## src/rtl/mux_n_pipe.sv

```systemverilog
// mux_n_pipe: parametrised N-to-1 data multiplexer followed by a 2-entry
// valid/ready skid buffer. The selected input is captured together with the
// select on every accepted transfer and appears on out_* one cycle later.
// No combinational path exists from in_* to out_*, and in_ready is a flop,
// so the consumer's out_ready never times through to the producer.
//
// Parameters:
//   WIDTH   data width per input and output
//   NUM_IN  number of inputs (2..16)
//   SEL_W   select width, derived from NUM_IN
//
// Ports:
//   clk        clock, rising edge
//   rst_n      asynchronous active-low reset
//   flush      synchronous clear of all buffered entries (beats accept/pop)
//   in_data    flattened inputs, input k at [k*WIDTH +: WIDTH]
//   sel        binary select, sampled on accept
//   in_valid   upstream has a transfer
//   in_ready   block can accept a transfer
//   out_data   data of the head entry
//   out_valid  head entry valid
//   out_ready  downstream accepts the head
//   sel_err    head entry was captured with an out-of-range select
//              (only when MUX_SEL_CHECK_EN is defined)
//
// Optional feature macro: MUX_SEL_CHECK_EN
module mux_n_pipe #(
  parameter  int WIDTH  = 32,
  parameter  int NUM_IN = 4,
  localparam int SEL_W  = $clog2(NUM_IN)
) (
  input  logic                    clk,
  input  logic                    rst_n,
  input  logic                    flush,
  input  logic [NUM_IN*WIDTH-1:0] in_data,
  input  logic [SEL_W-1:0]        sel,
  input  logic                    in_valid,
  output logic                    in_ready,
  output logic [WIDTH-1:0]        out_data,
  output logic                    out_valid,
  input  logic                    out_ready
`ifdef MUX_SEL_CHECK_EN
  ,
  output logic                    sel_err
`endif
);

  typedef enum logic [1:0] {
    EMPTY = 2'd0,
    ONE   = 2'd1,
    FULL  = 2'd2
  } state_t;

  state_t             state;
  logic [WIDTH-1:0]   main_data;
  logic [WIDTH-1:0]   skid_data;
  logic               in_ready_q;
  logic               out_valid_q;

  logic [WIDTH-1:0]   cap_data;
  logic               sel_hit;
  logic               accept;
  logic               pop;

  // An unmatched select (only possible for non-power-of-two NUM_IN) leaves
  // cap_data at zero and sel_hit low.
  always_comb begin
    cap_data = '0;
    sel_hit  = 1'b0;
    for (int unsigned k = 0; k < NUM_IN; k++) begin
      if (sel == SEL_W'(k)) begin
        cap_data = in_data[k*WIDTH +: WIDTH];
        sel_hit  = 1'b1;
      end
    end
  end

  assign accept    = in_valid && in_ready_q;
  assign pop       = out_valid_q && out_ready;
  assign in_ready  = in_ready_q;
  assign out_valid = out_valid_q;
  assign out_data  = main_data;

  always_ff @(posedge clk or negedge rst_n) begin
    if (!rst_n) begin
      state       <= EMPTY;
      main_data   <= '0;
      skid_data   <= '0;
      in_ready_q  <= 1'b1;
      out_valid_q <= 1'b0;
    end else if (flush) begin
      state       <= EMPTY;
      in_ready_q  <= 1'b1;
      out_valid_q <= 1'b0;
    end else begin
      case (state)
        EMPTY: begin
          if (accept) begin
            main_data   <= cap_data;
            state       <= ONE;
            out_valid_q <= 1'b1;
          end
        end
        ONE: begin
          if (accept && !pop) begin
            skid_data  <= cap_data;
            state      <= FULL;
            in_ready_q <= 1'b0;
          end else if (accept && pop) begin
            main_data <= cap_data;
          end else if (pop) begin
            state       <= EMPTY;
            out_valid_q <= 1'b0;
          end
        end
        FULL: begin
          if (pop) begin
            main_data  <= skid_data;
            state      <= ONE;
            in_ready_q <= 1'b1;
          end
        end
        default: begin
          state       <= EMPTY;
          in_ready_q  <= 1'b1;
          out_valid_q <= 1'b0;
        end
      endcase
    end
  end

`ifdef MUX_SEL_CHECK_EN
  logic main_err;
  logic skid_err;

  // Flags follow exactly the same load pattern as main_data/skid_data.
  always_ff @(posedge clk or negedge rst_n) begin
    if (!rst_n) begin
      main_err <= 1'b0;
      skid_err <= 1'b0;
    end else if (flush) begin
      main_err <= 1'b0;
      skid_err <= 1'b0;
    end else begin
      case (state)
        EMPTY: if (accept) main_err <= !sel_hit;
        ONE: begin
          if (accept && !pop)     skid_err <= !sel_hit;
          else if (accept && pop) main_err <= !sel_hit;
        end
        FULL: if (pop) main_err <= skid_err;
        default: begin
          main_err <= 1'b0;
          skid_err <= 1'b0;
        end
      endcase
    end
  end

  assign sel_err = main_err && out_valid_q;
`endif

endmodule

```

## config.mk

```make
export PLATFORM = sky130hd
export DESIGN_NAME = mux_n_pipe
export DESIGN_NICKNAME = d
export VERILOG_FILES = /design/src/rtl/mux_n_pipe.sv
export SDC_FILE = /design/constraint.sdc
export NUM_CORES = 1
export LEC_CHECK = 0
export ABC_AREA = 1
export CAP_MARGIN = 20
export CORE_AREA = 8 8 121 123
export CTS_BUF_LIST = sky130_fd_sc_hd__clkbuf_2 sky130_fd_sc_hd__clkbuf_4 sky130_fd_sc_hd__clkbuf_8
export DETAILED_ROUTE_END_ITERATION = 10
export DIE_AREA = 0 0 129 131
export PLACE_DENSITY = 0.67
export SLEW_MARGIN = 20
export SYNTH_ARGS = -nofsm -noshare
export SYNTH_HDL_FRONTEND = slang
export SYNTH_SLANG_ARGS = --single-unit
```

## constraint.sdc

```tcl
create_clock -name clk -period 2.2 [get_ports clk]
set_input_delay 0.33 -clock clk [delete_from_list [all_inputs] [get_ports clk]]
set_output_delay 0.33 -clock clk [all_outputs]
set_load 0.005 [all_outputs]
```

# Word-level counts from Yosys, hierarchy flattened
# Index checks and enable logic that the tools add are counted.
[classes] n_eq_ne=19 n_mux=26 bitwise=1 reduce_logical=13
[op_table] cell="two-way mux 32 bit" count=8
[op_table] cell="one-hot mux 32 bit (3 select lines)" count=1
[op_table] cell="!= test 3 bit, second input constant" count=6
[op_table] cell="two-way mux 2 bit" count=6
[op_table] cell="!= test 2 bit, second input constant" count=6
[op_table] cell="two-way mux 1 bit" count=8
[op_table] cell="!= test 4 bit, second input constant" count=2
[op_table] cell="== test 2 bit, second input constant" count=3
[op_table] cell="one-hot mux 1 bit (3 select lines)" count=2
[op_table] cell="one-hot mux 2 bit (3 select lines)" count=1
[op_table] cell="AND reduction 3 bit" count=2
[op_table] cell="AND reduction 6 bit" count=1
[op_table] cell="AND reduction 5 bit" count=1
[op_table] cell="== test 2 x 1 -> 1 bit, second input constant" count=2
[op_table] cell="logical AND 1 bit" count=4
[op_table] cell="logical NOT 2 bit" count=2
[op_table] cell="AND reduction 4 bit" count=1
[op_table] cell="nonzero test 3 bit" count=1
[op_table] cell="logical NOT 1 bit" count=1
[op_table] cell="NOT 1 bit" count=1
[totals] ff_bits=68 inputBits=135 word_cells=64

# Logic depth before layout (Yosys ltp)
# Gate-level depths: netlist (run 1).
[logic_depth] depth_word=8 ltp_mapped=9 depth_no_buf=8

# Least setup slack after synthesis (run 1)
# Ideal clock, no wire load.
[synth_timing] path_kind="flip-flop to flip-flop" startpoint="reg in_ready_q (netlist: in_ready)" endpoint="reg main_data[0] (netlist: out_data[0])" t_arrival_ns=1.341 required_ns=2.084 path_slack_ns=0.742 path_stages_with_launch=9 n_path_buf=1 synth_period_minus_slack_ns=1.458 cell_sequence="dfstp_2 > nand2_1 > nor2_2 > nand3_2 > nand2_1 > nand3_2 > buf_2 > nand2_1 > nand2_1"
[synth_via] elab_chain_cells=4 word_cells_on_any_way=7 cone_classes="eq/ne: 3; reduce/logical: 4"
[synth_lines] element="from (decl)" line_no="57" text="logic in_ready_q;"
[synth_lines] element="from (signal assigned)" line_no="89" text="in_ready_q <= 1'b1;"
[synth_lines] element="from (signal assigned)" line_no="93" text="in_ready_q <= 1'b1;"
[synth_lines] element="from (signal assigned)" line_no="108" text="in_ready_q <= 1'b0;"
[synth_lines] element="logical AND 1 bit (*)" line_no="78" text="assign accept = in_valid && in_ready_q;"
[synth_lines] element="logical AND 1 bit (on tied branches)" line_no="109, 105"
[synth_lines] element="!= test 2 bit (no source line)"
[synth_lines] element="AND reduction 6 bit (no source line) (*)"
[synth_lines] element="to (signal assigned)" line_no="99" text="main_data <= cap_data;"
[synth_lines] element="to (signal assigned)" line_no="110" text="main_data <= cap_data;"
[synth_lines] element="to (signal assigned)" line_no="118" text="main_data <= skid_data;"
[synth_lines] element="to (decl)" line_no="55" text="logic [WIDTH-1:0] main_data;"
# Every way passes the cells marked *; elsewhere a longest branch is shown, timed or not.
# A chain may end at the register's enable or synchronous reset.

# Final worst setup path (run 1)
[layout_timing] startpoint="reg state[1]" endpoint="reg main_data[4] (netlist: out_data[4])"
[layout_via] elab_chain_cells=3 word_cells_on_any_way=10 cone_classes="eq/ne: 6; mux: 1; reduce/logical: 3"
[layout_lines] element="from (decl)" line_no="54" text="state_t state;"
[layout_lines] element="from (signal assigned)" line_no="86" text="state <= EMPTY;"
[layout_lines] element="from (signal assigned)" line_no="92" text="state <= EMPTY;"
[layout_lines] element="from (signal assigned)" line_no="100" text="state <= ONE;"
[layout_lines] element="== test 2 x 1 -> 1 bit (tied with other cells)" line_no="96" text="case (state)"
[layout_lines] element="!= test 2 bit (no source line) or nonzero test 3 bit (tied branches)"
[layout_lines] element="AND reduction 6 bit (no source line)"
# Several ways; a longest one is shown, not always the timed one.

==> summary.txt, run 1 <==
Run status
  – Outcome: finished, final reports clean

Critical path
  – Worst Path Required: 2.48 ns
  – WP data arrival: 2.04 ns
  – CP top delay family: buffers and inverters
  – Most used cell, CP: nand2_1
  – CP Launch Type: flip-flop
  – Kind of critical path: reg -> reg
  – Crit end category: flip-flop
  – Reg2reg setup slack: 0.43 ns
  – CP max FO: 17
  – Reg2reg start: state[1]
  – Largest stage delay, worst path: 0.48 ns
  – Cell-by-cell trace of the critical path: inv_2 > nor2_4 > inv_1 > buf_4 > nand3_1 > nand2_1 > nand2_1 > nand2_1
  – Crit path max-delay cell type: inv_1
  – R2R depth: 8
  – Worst R2R End: out_data[4]
  – Crit path buf inv count: 3

Hold path
  – WHS Path Cells: 2
  – Worst hold path startpoint: in_ready
  – HP Class: reg -> reg
  – Hold path endpoint: in_ready

Yosys
  – Cell accounting for the most synthesized area: dfrtp_1
  – Netlist cell types: 21
  – Syn. warnings: 0
  – Mapped Area: about 4000 um2
  – Synth area leaders: dfrtp_1 (41%), nand2_1 (25%), nand3_1 (16%)
  – #FFs+latches synth: 68
  – Mean Syn Cell Area: between 6 and 7 um2
  – Seq/Total Area, Yosys: between 40 and 50%
  – Post-synth top area share: 40.68%
  – Mapped Cells: about 600
  – Synth Net Count: 737

Finish
  – Fill count: 1,247
  – Commonest non-fill, non-tap cells in the layout: nand2_1 (273), clkdlybuf4s50_1 (165), nand3_1 (131)
  – Area of the multi-input gates: 2180 um2
  – Ant diodes: 0
  – Cell area after layout: 6185 um2
  – Layout cells sized above 1: 8.866%
  – Area Growth Syn to Fin: 50.06%
  – Seq. cell area: 1703 um2
  – Final #Nets: between 800 and 900
  – Most common cell after layout, fill and taps aside: nand2_1

Routing
  – WL/cell: roughly 17 um
  – Pre-antenna DRT Iters: 6
  – DRC violations left: 0
  – Detail Route Antenna Nets: 0
  – Starting DRT DRC Count: between 400 and 500
  – Via count: 4,686
  – Vias per Instance: approximately 5.0
  – WL final: 15.71 mm

STA
  – Final Hold Violating Endpoints: 0
  – Setup TNS: 0 ns
  – Setup Viol. Count Final: 0
  – Worst-Margin Slew: 0.8699 ns
  – Hold WS: 0.4769 ns
  – Unrepaired setup endpoints after global routing: no
  – Slew HR: between 40% and 50%
  – Skew final: 0.01145 ns
  – Max-slew violation count: 0
  – Max Clock Freq: about 570 MHz
  – Min Tclk post-route: 1.767 ns
  – Final Cycle Share: 80.31%
  – Worst setup margin: 0.4332 ns

Floorplanning
  – Core ar.: 12,870 um2
  – Starting Density: 32.01%
  – Number of core rows: 42
  – # IOs: ~170
  – Die Wd: 129 um
  – Die H: 131 um
  – DIE AREA: 16,900 um2

Clock network
  – H-Tree Level Count: 3
  – Sinks on Clock Net: 68
  – TritonCTS clock tree: done
  – Clock slew at reported path FFs: 0.08 ns
  – Inserted Clock Buffers: 9
  – Gates resized, CTS repair: 0
  – Root buf cell: clkbuf_8
  – Max Buffers Root-to-Sink: 2
  – Worst-Skew Late Latency: 0.34 ns

Placed design
  – Cell Area, Placed: 5949 um2
  – GPL Wtd Cong: 0.8341
  – DP HPWL: 11.60 mm
  – # port buffers: 168
  – Pre-CTS WS: roughly 0.31 ns

Job
  – Max Cap Viol: 0

Power and ir drop
  – Leak: 2.927 nW
  – Peak VDD IR: 0.3909 mV
  – Pwr dens: 937.1 nW/um2

Global route
  – Largest net degree at the start of global routing: 37
  – Grt ovf: 0
  – Vias in the first global route: 4,714
  – Total GRT Usage: 18.43%
  – First-pass GRT wire length: 24.19 mm
  – Initial antenna violation count: 0
registers in the layout, summed over array words and instances, names as in the netlist:
signal and cells:
out_data 32, state 2, in_ready 1, out_valid 1, skid_data 32
synthesized netlist by cell type:
cell type	n
a21oi_1	1
a21oi_4	1
buf_2	18
buf_4	6
buf_6	3
clkbuf_1	10
dfrtp_1	67
dfstp_2	1
inv_1	7
inv_2	3
nand2_1	273
nand2_2	2
nand3_1	131
nand3_2	2
nand3b_1	1
nor2_1	3
nor2_2	3
nor2_4	2
o21ai_0	36
or2_1	14
or2_2	18
per-layer routing:
layer  GRT usage, %  wire length (um)  vias up
li1               -                 -     2259
met1          21.73              6436     2227
met2          32.48              7951      182
met3          3.856              1076       18
met4          6.565               246        0
met5              0                 0        -
layout make-up:
class	instances	area share, %
clock buffers	10	2.225
clock inverters	6	1.416
inverters	10	0.6069
multi-input cells	487	35.24
flip-flops and latches	68	27.53
well taps	176	3.561
repair buffers	186	29.42
report_power, final:
part | internal [mW] | leakage (nW) | switching, mW
clock | 0.670 | 0.116 | 0.498
combinational | 1.20 | 1.96 | 1.23
sequential | 1.85 | 0.854 | 0.350
repair_timing:
action                                 in CTS  in global routing
endpoints found under the hold margin      33                  0
buffers inserted                            0                  0
hold buffers                                1                  0
worst register-to-register path, stage by stage (launching register included):
cell and delay (ns):
dfrtp_1 0.40, inv_2 0.11, nor2_4 0.04, inv_1 0.48
buf_4 0.37, nand3_1 0.11, nand2_1 0.09, nand2_1 0.05
nand2_1 0.05
how the worst max path moves through the flow:
stage,cells past startpoint,endpoint,from
after floorplan,8,out_data[0],in_ready
after global placement,9,out_data[21],in_valid
after detailed placement,9,out_data[15],in_valid
after CTS,8,out_data[4],state[1]
after global routing,8,out_data[11],state[1]
final,8,out_data[4],state[1]
metrics by stage:
step / util (%) / power [mW] / instances
floorplan: - / 3.375 / 602
global placement: 46.21 / 4.576 / 926
detailed placement: 46.21 / 4.652 / 926
CTS: 48.04 / 5.847 / 943
global route: 48.04 / 6.244 / 943
finish: 48.04 / 5.796 / 943
kinds of logic (layout without fill, tap and decap cells):
logic type	count (synthesis)	in the layout	synth area share (%)
buffers and inverters	47	212	5.920
DFF	68	68	41.32
AOI/OAI and AO/OA	38	38	4.888
and+or+nand+nor	449	449	47.87
No activity file was read; power rests on OpenSTA's default activity.
==> inputs of run 2 (changes only) <==
clock period = 1.7 ns   (was 2.2 ns; I/O delays follow)
==> summary.txt, run 2 (synthesis results as in run 1) <==
Critical path
  – Worst Path Required: 1.44 ns (was 2.48 ns)
  – Largest stage delay, worst path: 0.55 ns (was 0.48 ns)
  – Crit end category: primary output (was flip-flop)
  – CP max FO: 3 (was 17)
  – CP top delay family: flip-flops (was buffers and inverters)
  – Cell-by-cell trace of the critical path: clkdlybuf4s50_1 (was inv_2 > nor2_4 > inv_1 > buf_4 > nand3_1 > nand2_1 > nand2_1 > nand2_1)
  – Kind of critical path: reg -> out (was reg -> reg)
  – WP data arrival: 1.39 ns (was 2.04 ns)
  – Crit path buf inv count: 1 (was 3)
  – Crit path max-delay cell type: dfstp_2 (was inv_1)
  – CP Launch Type: flip-flop (unchanged)

Finish
  – Layout cells sized above 1: 9.573% (was 8.866%)
  – Core Util, Final: 48.82% (was 48.04%)
  – Commonest non-fill, non-tap cells in the layout: nand2_1 (273), clkdlybuf4s50_1 (165), nand3_1 (131) (unchanged)
  – Area Growth Syn to Fin: 52.52% (was 50.06%)
  – Most common cell after layout, fill and taps aside: nand2_1 (unchanged)
  – Ant diodes: 0 (unchanged)
  – Final #Nets: 903 (was 897)

Routing
  – WL/cell: 16.26 um (was 16.66 um)
  – Met1 wire length: 6.534 mm (was 6.436 mm)
  – Vias per Instance: 4.863 (was 4.969)
  – Top sig layer: met4 (unchanged)
  – Detail Route Antenna Nets: 0 (unchanged)
  – Pre-antenna DRT Iters: 5 (was 6)
  – DRC violations left: 0 (unchanged)
  – Starting DRT DRC Count: 354 (was 433)
  – Met3 wire length: 857 um (was 1.076 mm)
  – WL final: 15.43 mm (was 15.71 mm)
  – Via count: 4,615 (was 4,686)
  – Met2 wire len: 7.762 mm (was 7.951 mm)

Placed design
  – DP HPWL: 11.53 mm (was 11.60 mm)
  – GPL Wtd Cong: 0.8157 (was 0.8341)
  – # port buffers: 168 (unchanged)

STA
  – Worst-Margin Slew: 0.5899 ns (was 0.8699 ns)
  – Slew HR: 60.53% (was 41.94%)
  – Setup Viol. Count Final: 0 (unchanged)
  – Min Tclk post-route: 1.641 ns
  – Max Clock Freq: 609.2 MHz
  – Final Hold Violating Endpoints: 0 (unchanged)
  – Unrepaired setup endpoints after global routing: no (unchanged)
  – Final Cycle Share: 96.55%
  – Max-slew violation count: 0 (unchanged)
  – Setup TNS: 0 ns (unchanged)
  – Skew final: 0.01510 ns (was 0.01145 ns)

Floorplanning
  – Starting Density: 32.01% (unchanged)
  – DIE AREA: 16,900 um2 (unchanged)
  – Die H: 131 um (unchanged)
  – Core ar.: 12,870 um2 (unchanged)
  – Number of core rows: 42 (unchanged)
  – Die Wd: 129 um (unchanged)
  – # IOs: 169 (unchanged)

Clock network
  – Max Buffers Root-to-Sink: 2 (unchanged)
  – Worst-Skew Late Latency: 0.34 ns (about the same)
  – H-Tree Level Count: 3 (unchanged)
  – Clock slew at reported path FFs: 0.08 ns (about the same)
  – Sinks on Clock Net: 68 (unchanged)
  – Setup bufs post-CTS: 0 (unchanged)
  – TritonCTS clock tree: done (unchanged)
  – Root buf cell: clkbuf_8 (unchanged)
  – Inserted Clock Buffers: 9 (unchanged)

Power and ir drop
  – Switch share: 35.69% (was 35.83%)
  – Peak VDD IR: 0.5047 mV (was 0.3909 mV)
  – Pint: 4.808 mW (was 3.719 mW)
  – Leak: 2.968 nW (was 2.927 nW)
  – Sequential Power Share: 38.1% (was 37.9%)
  – Clock power frac: 18.5% (was 20.2%)
  – Pwr dens: 1189 nW/um2 (was 937.1 nW/um2)
  – Net Sw Power: 2.668 mW (was 2.077 mW)
  – Combinational Power Share: 43.4% (was 41.9%)

Run status
  – Outcome: finished, final reports clean (unchanged)

Global route
  – Total GRT Usage: 18.22% (was 18.43%)
  – Largest net degree at the start of global routing: 35 (was 37)
  – First-pass GRT wire length: 24.09 mm (was 24.19 mm)
  – Initial antenna violation count: 0 (unchanged)
  – Grt ovf: 0 (unchanged)
  – Vias in the first global route: 4,673 (was 4,714)

Hold path
  – HP Class: in -> async (was reg -> reg)

Job
  – Max Cap Viol: 0 (unchanged)
-- run 2: area by class of cell --
cell class	instances	area [um2]
Fill cell	1282	6589
Multi-Input combinational cell	487	2180
Timing Repair Buffer	192	1943
Sequential cell	68	1703
Tap cell	176	220.2
Clock buffer	12	152.6
Clock inverter	4	50.05
Inverter	10	37.54
-- run 2: power groups by stage --
stage                     logic, mW  registers (mW)  clock network [mW]
final                          3.24            2.85                1.39
after global routing           3.63            2.94                1.49
after CTS                      3.29            2.84                1.42
after detailed placement       3.28            2.85                   0
after global placement         3.20            2.84                   0
after floorplan                1.58            2.79                   0
-- run 2: repair_timing --
item | 4_1_cts | 5_1_grt
endpoints found under the hold margin | 31 | 0
setup endpoints to repair | 0 | 1
hold buffers | 1 | 0
gates resized for setup | 0 | 1
-- run 2: final timing paths --
path / cells past startpoint / startpoint / endpoint / slack [ns]
setup / recovery: 1 / in_ready / in_ready / 0.06
hold / removal: 2 / rst_n / out_data[4] / 0.42
setup reg to reg: 8 / state[1] / out_data[10] / 0.14
hold reg to reg: 2 / in_ready / in_ready / 0.48
max in group asynchronous: 3 / rst_n / skid_data[5] / 0.73
min in group clk: 2 / in_ready / in_ready / 0.48
-- run 2: routing by layer --
layer | up-vias | global-route usage [%]
li1 | 2274 | -
met1 | 2193 | 21.73
met2 | 131 | 31.80
met3 | 17 | 3.937
met4 | 0 | 6.289
met5 | - | 0
-- run 2: through the flow --
stage | area, um2 | total power [mW] | setup WS (ns) | cells | hold slack, ns
floorplan | 4121 | 4.368 | 0.2424 | 602 | -0.04059
global placement | 6070 | 6.044 | -0.04533 | 932 | 0.2369
detailed placement | 6070 | 6.133 | -0.04862 | 932 | 0.2529
CTS | 6282 | 7.558 | 0.03466 | 949 | 0.4314
global route | 6286 | 8.061 | 0.01995 | 949 | 0.4603
finish | 6286 | 7.475 | 0.05859 | 949 | 0.4172
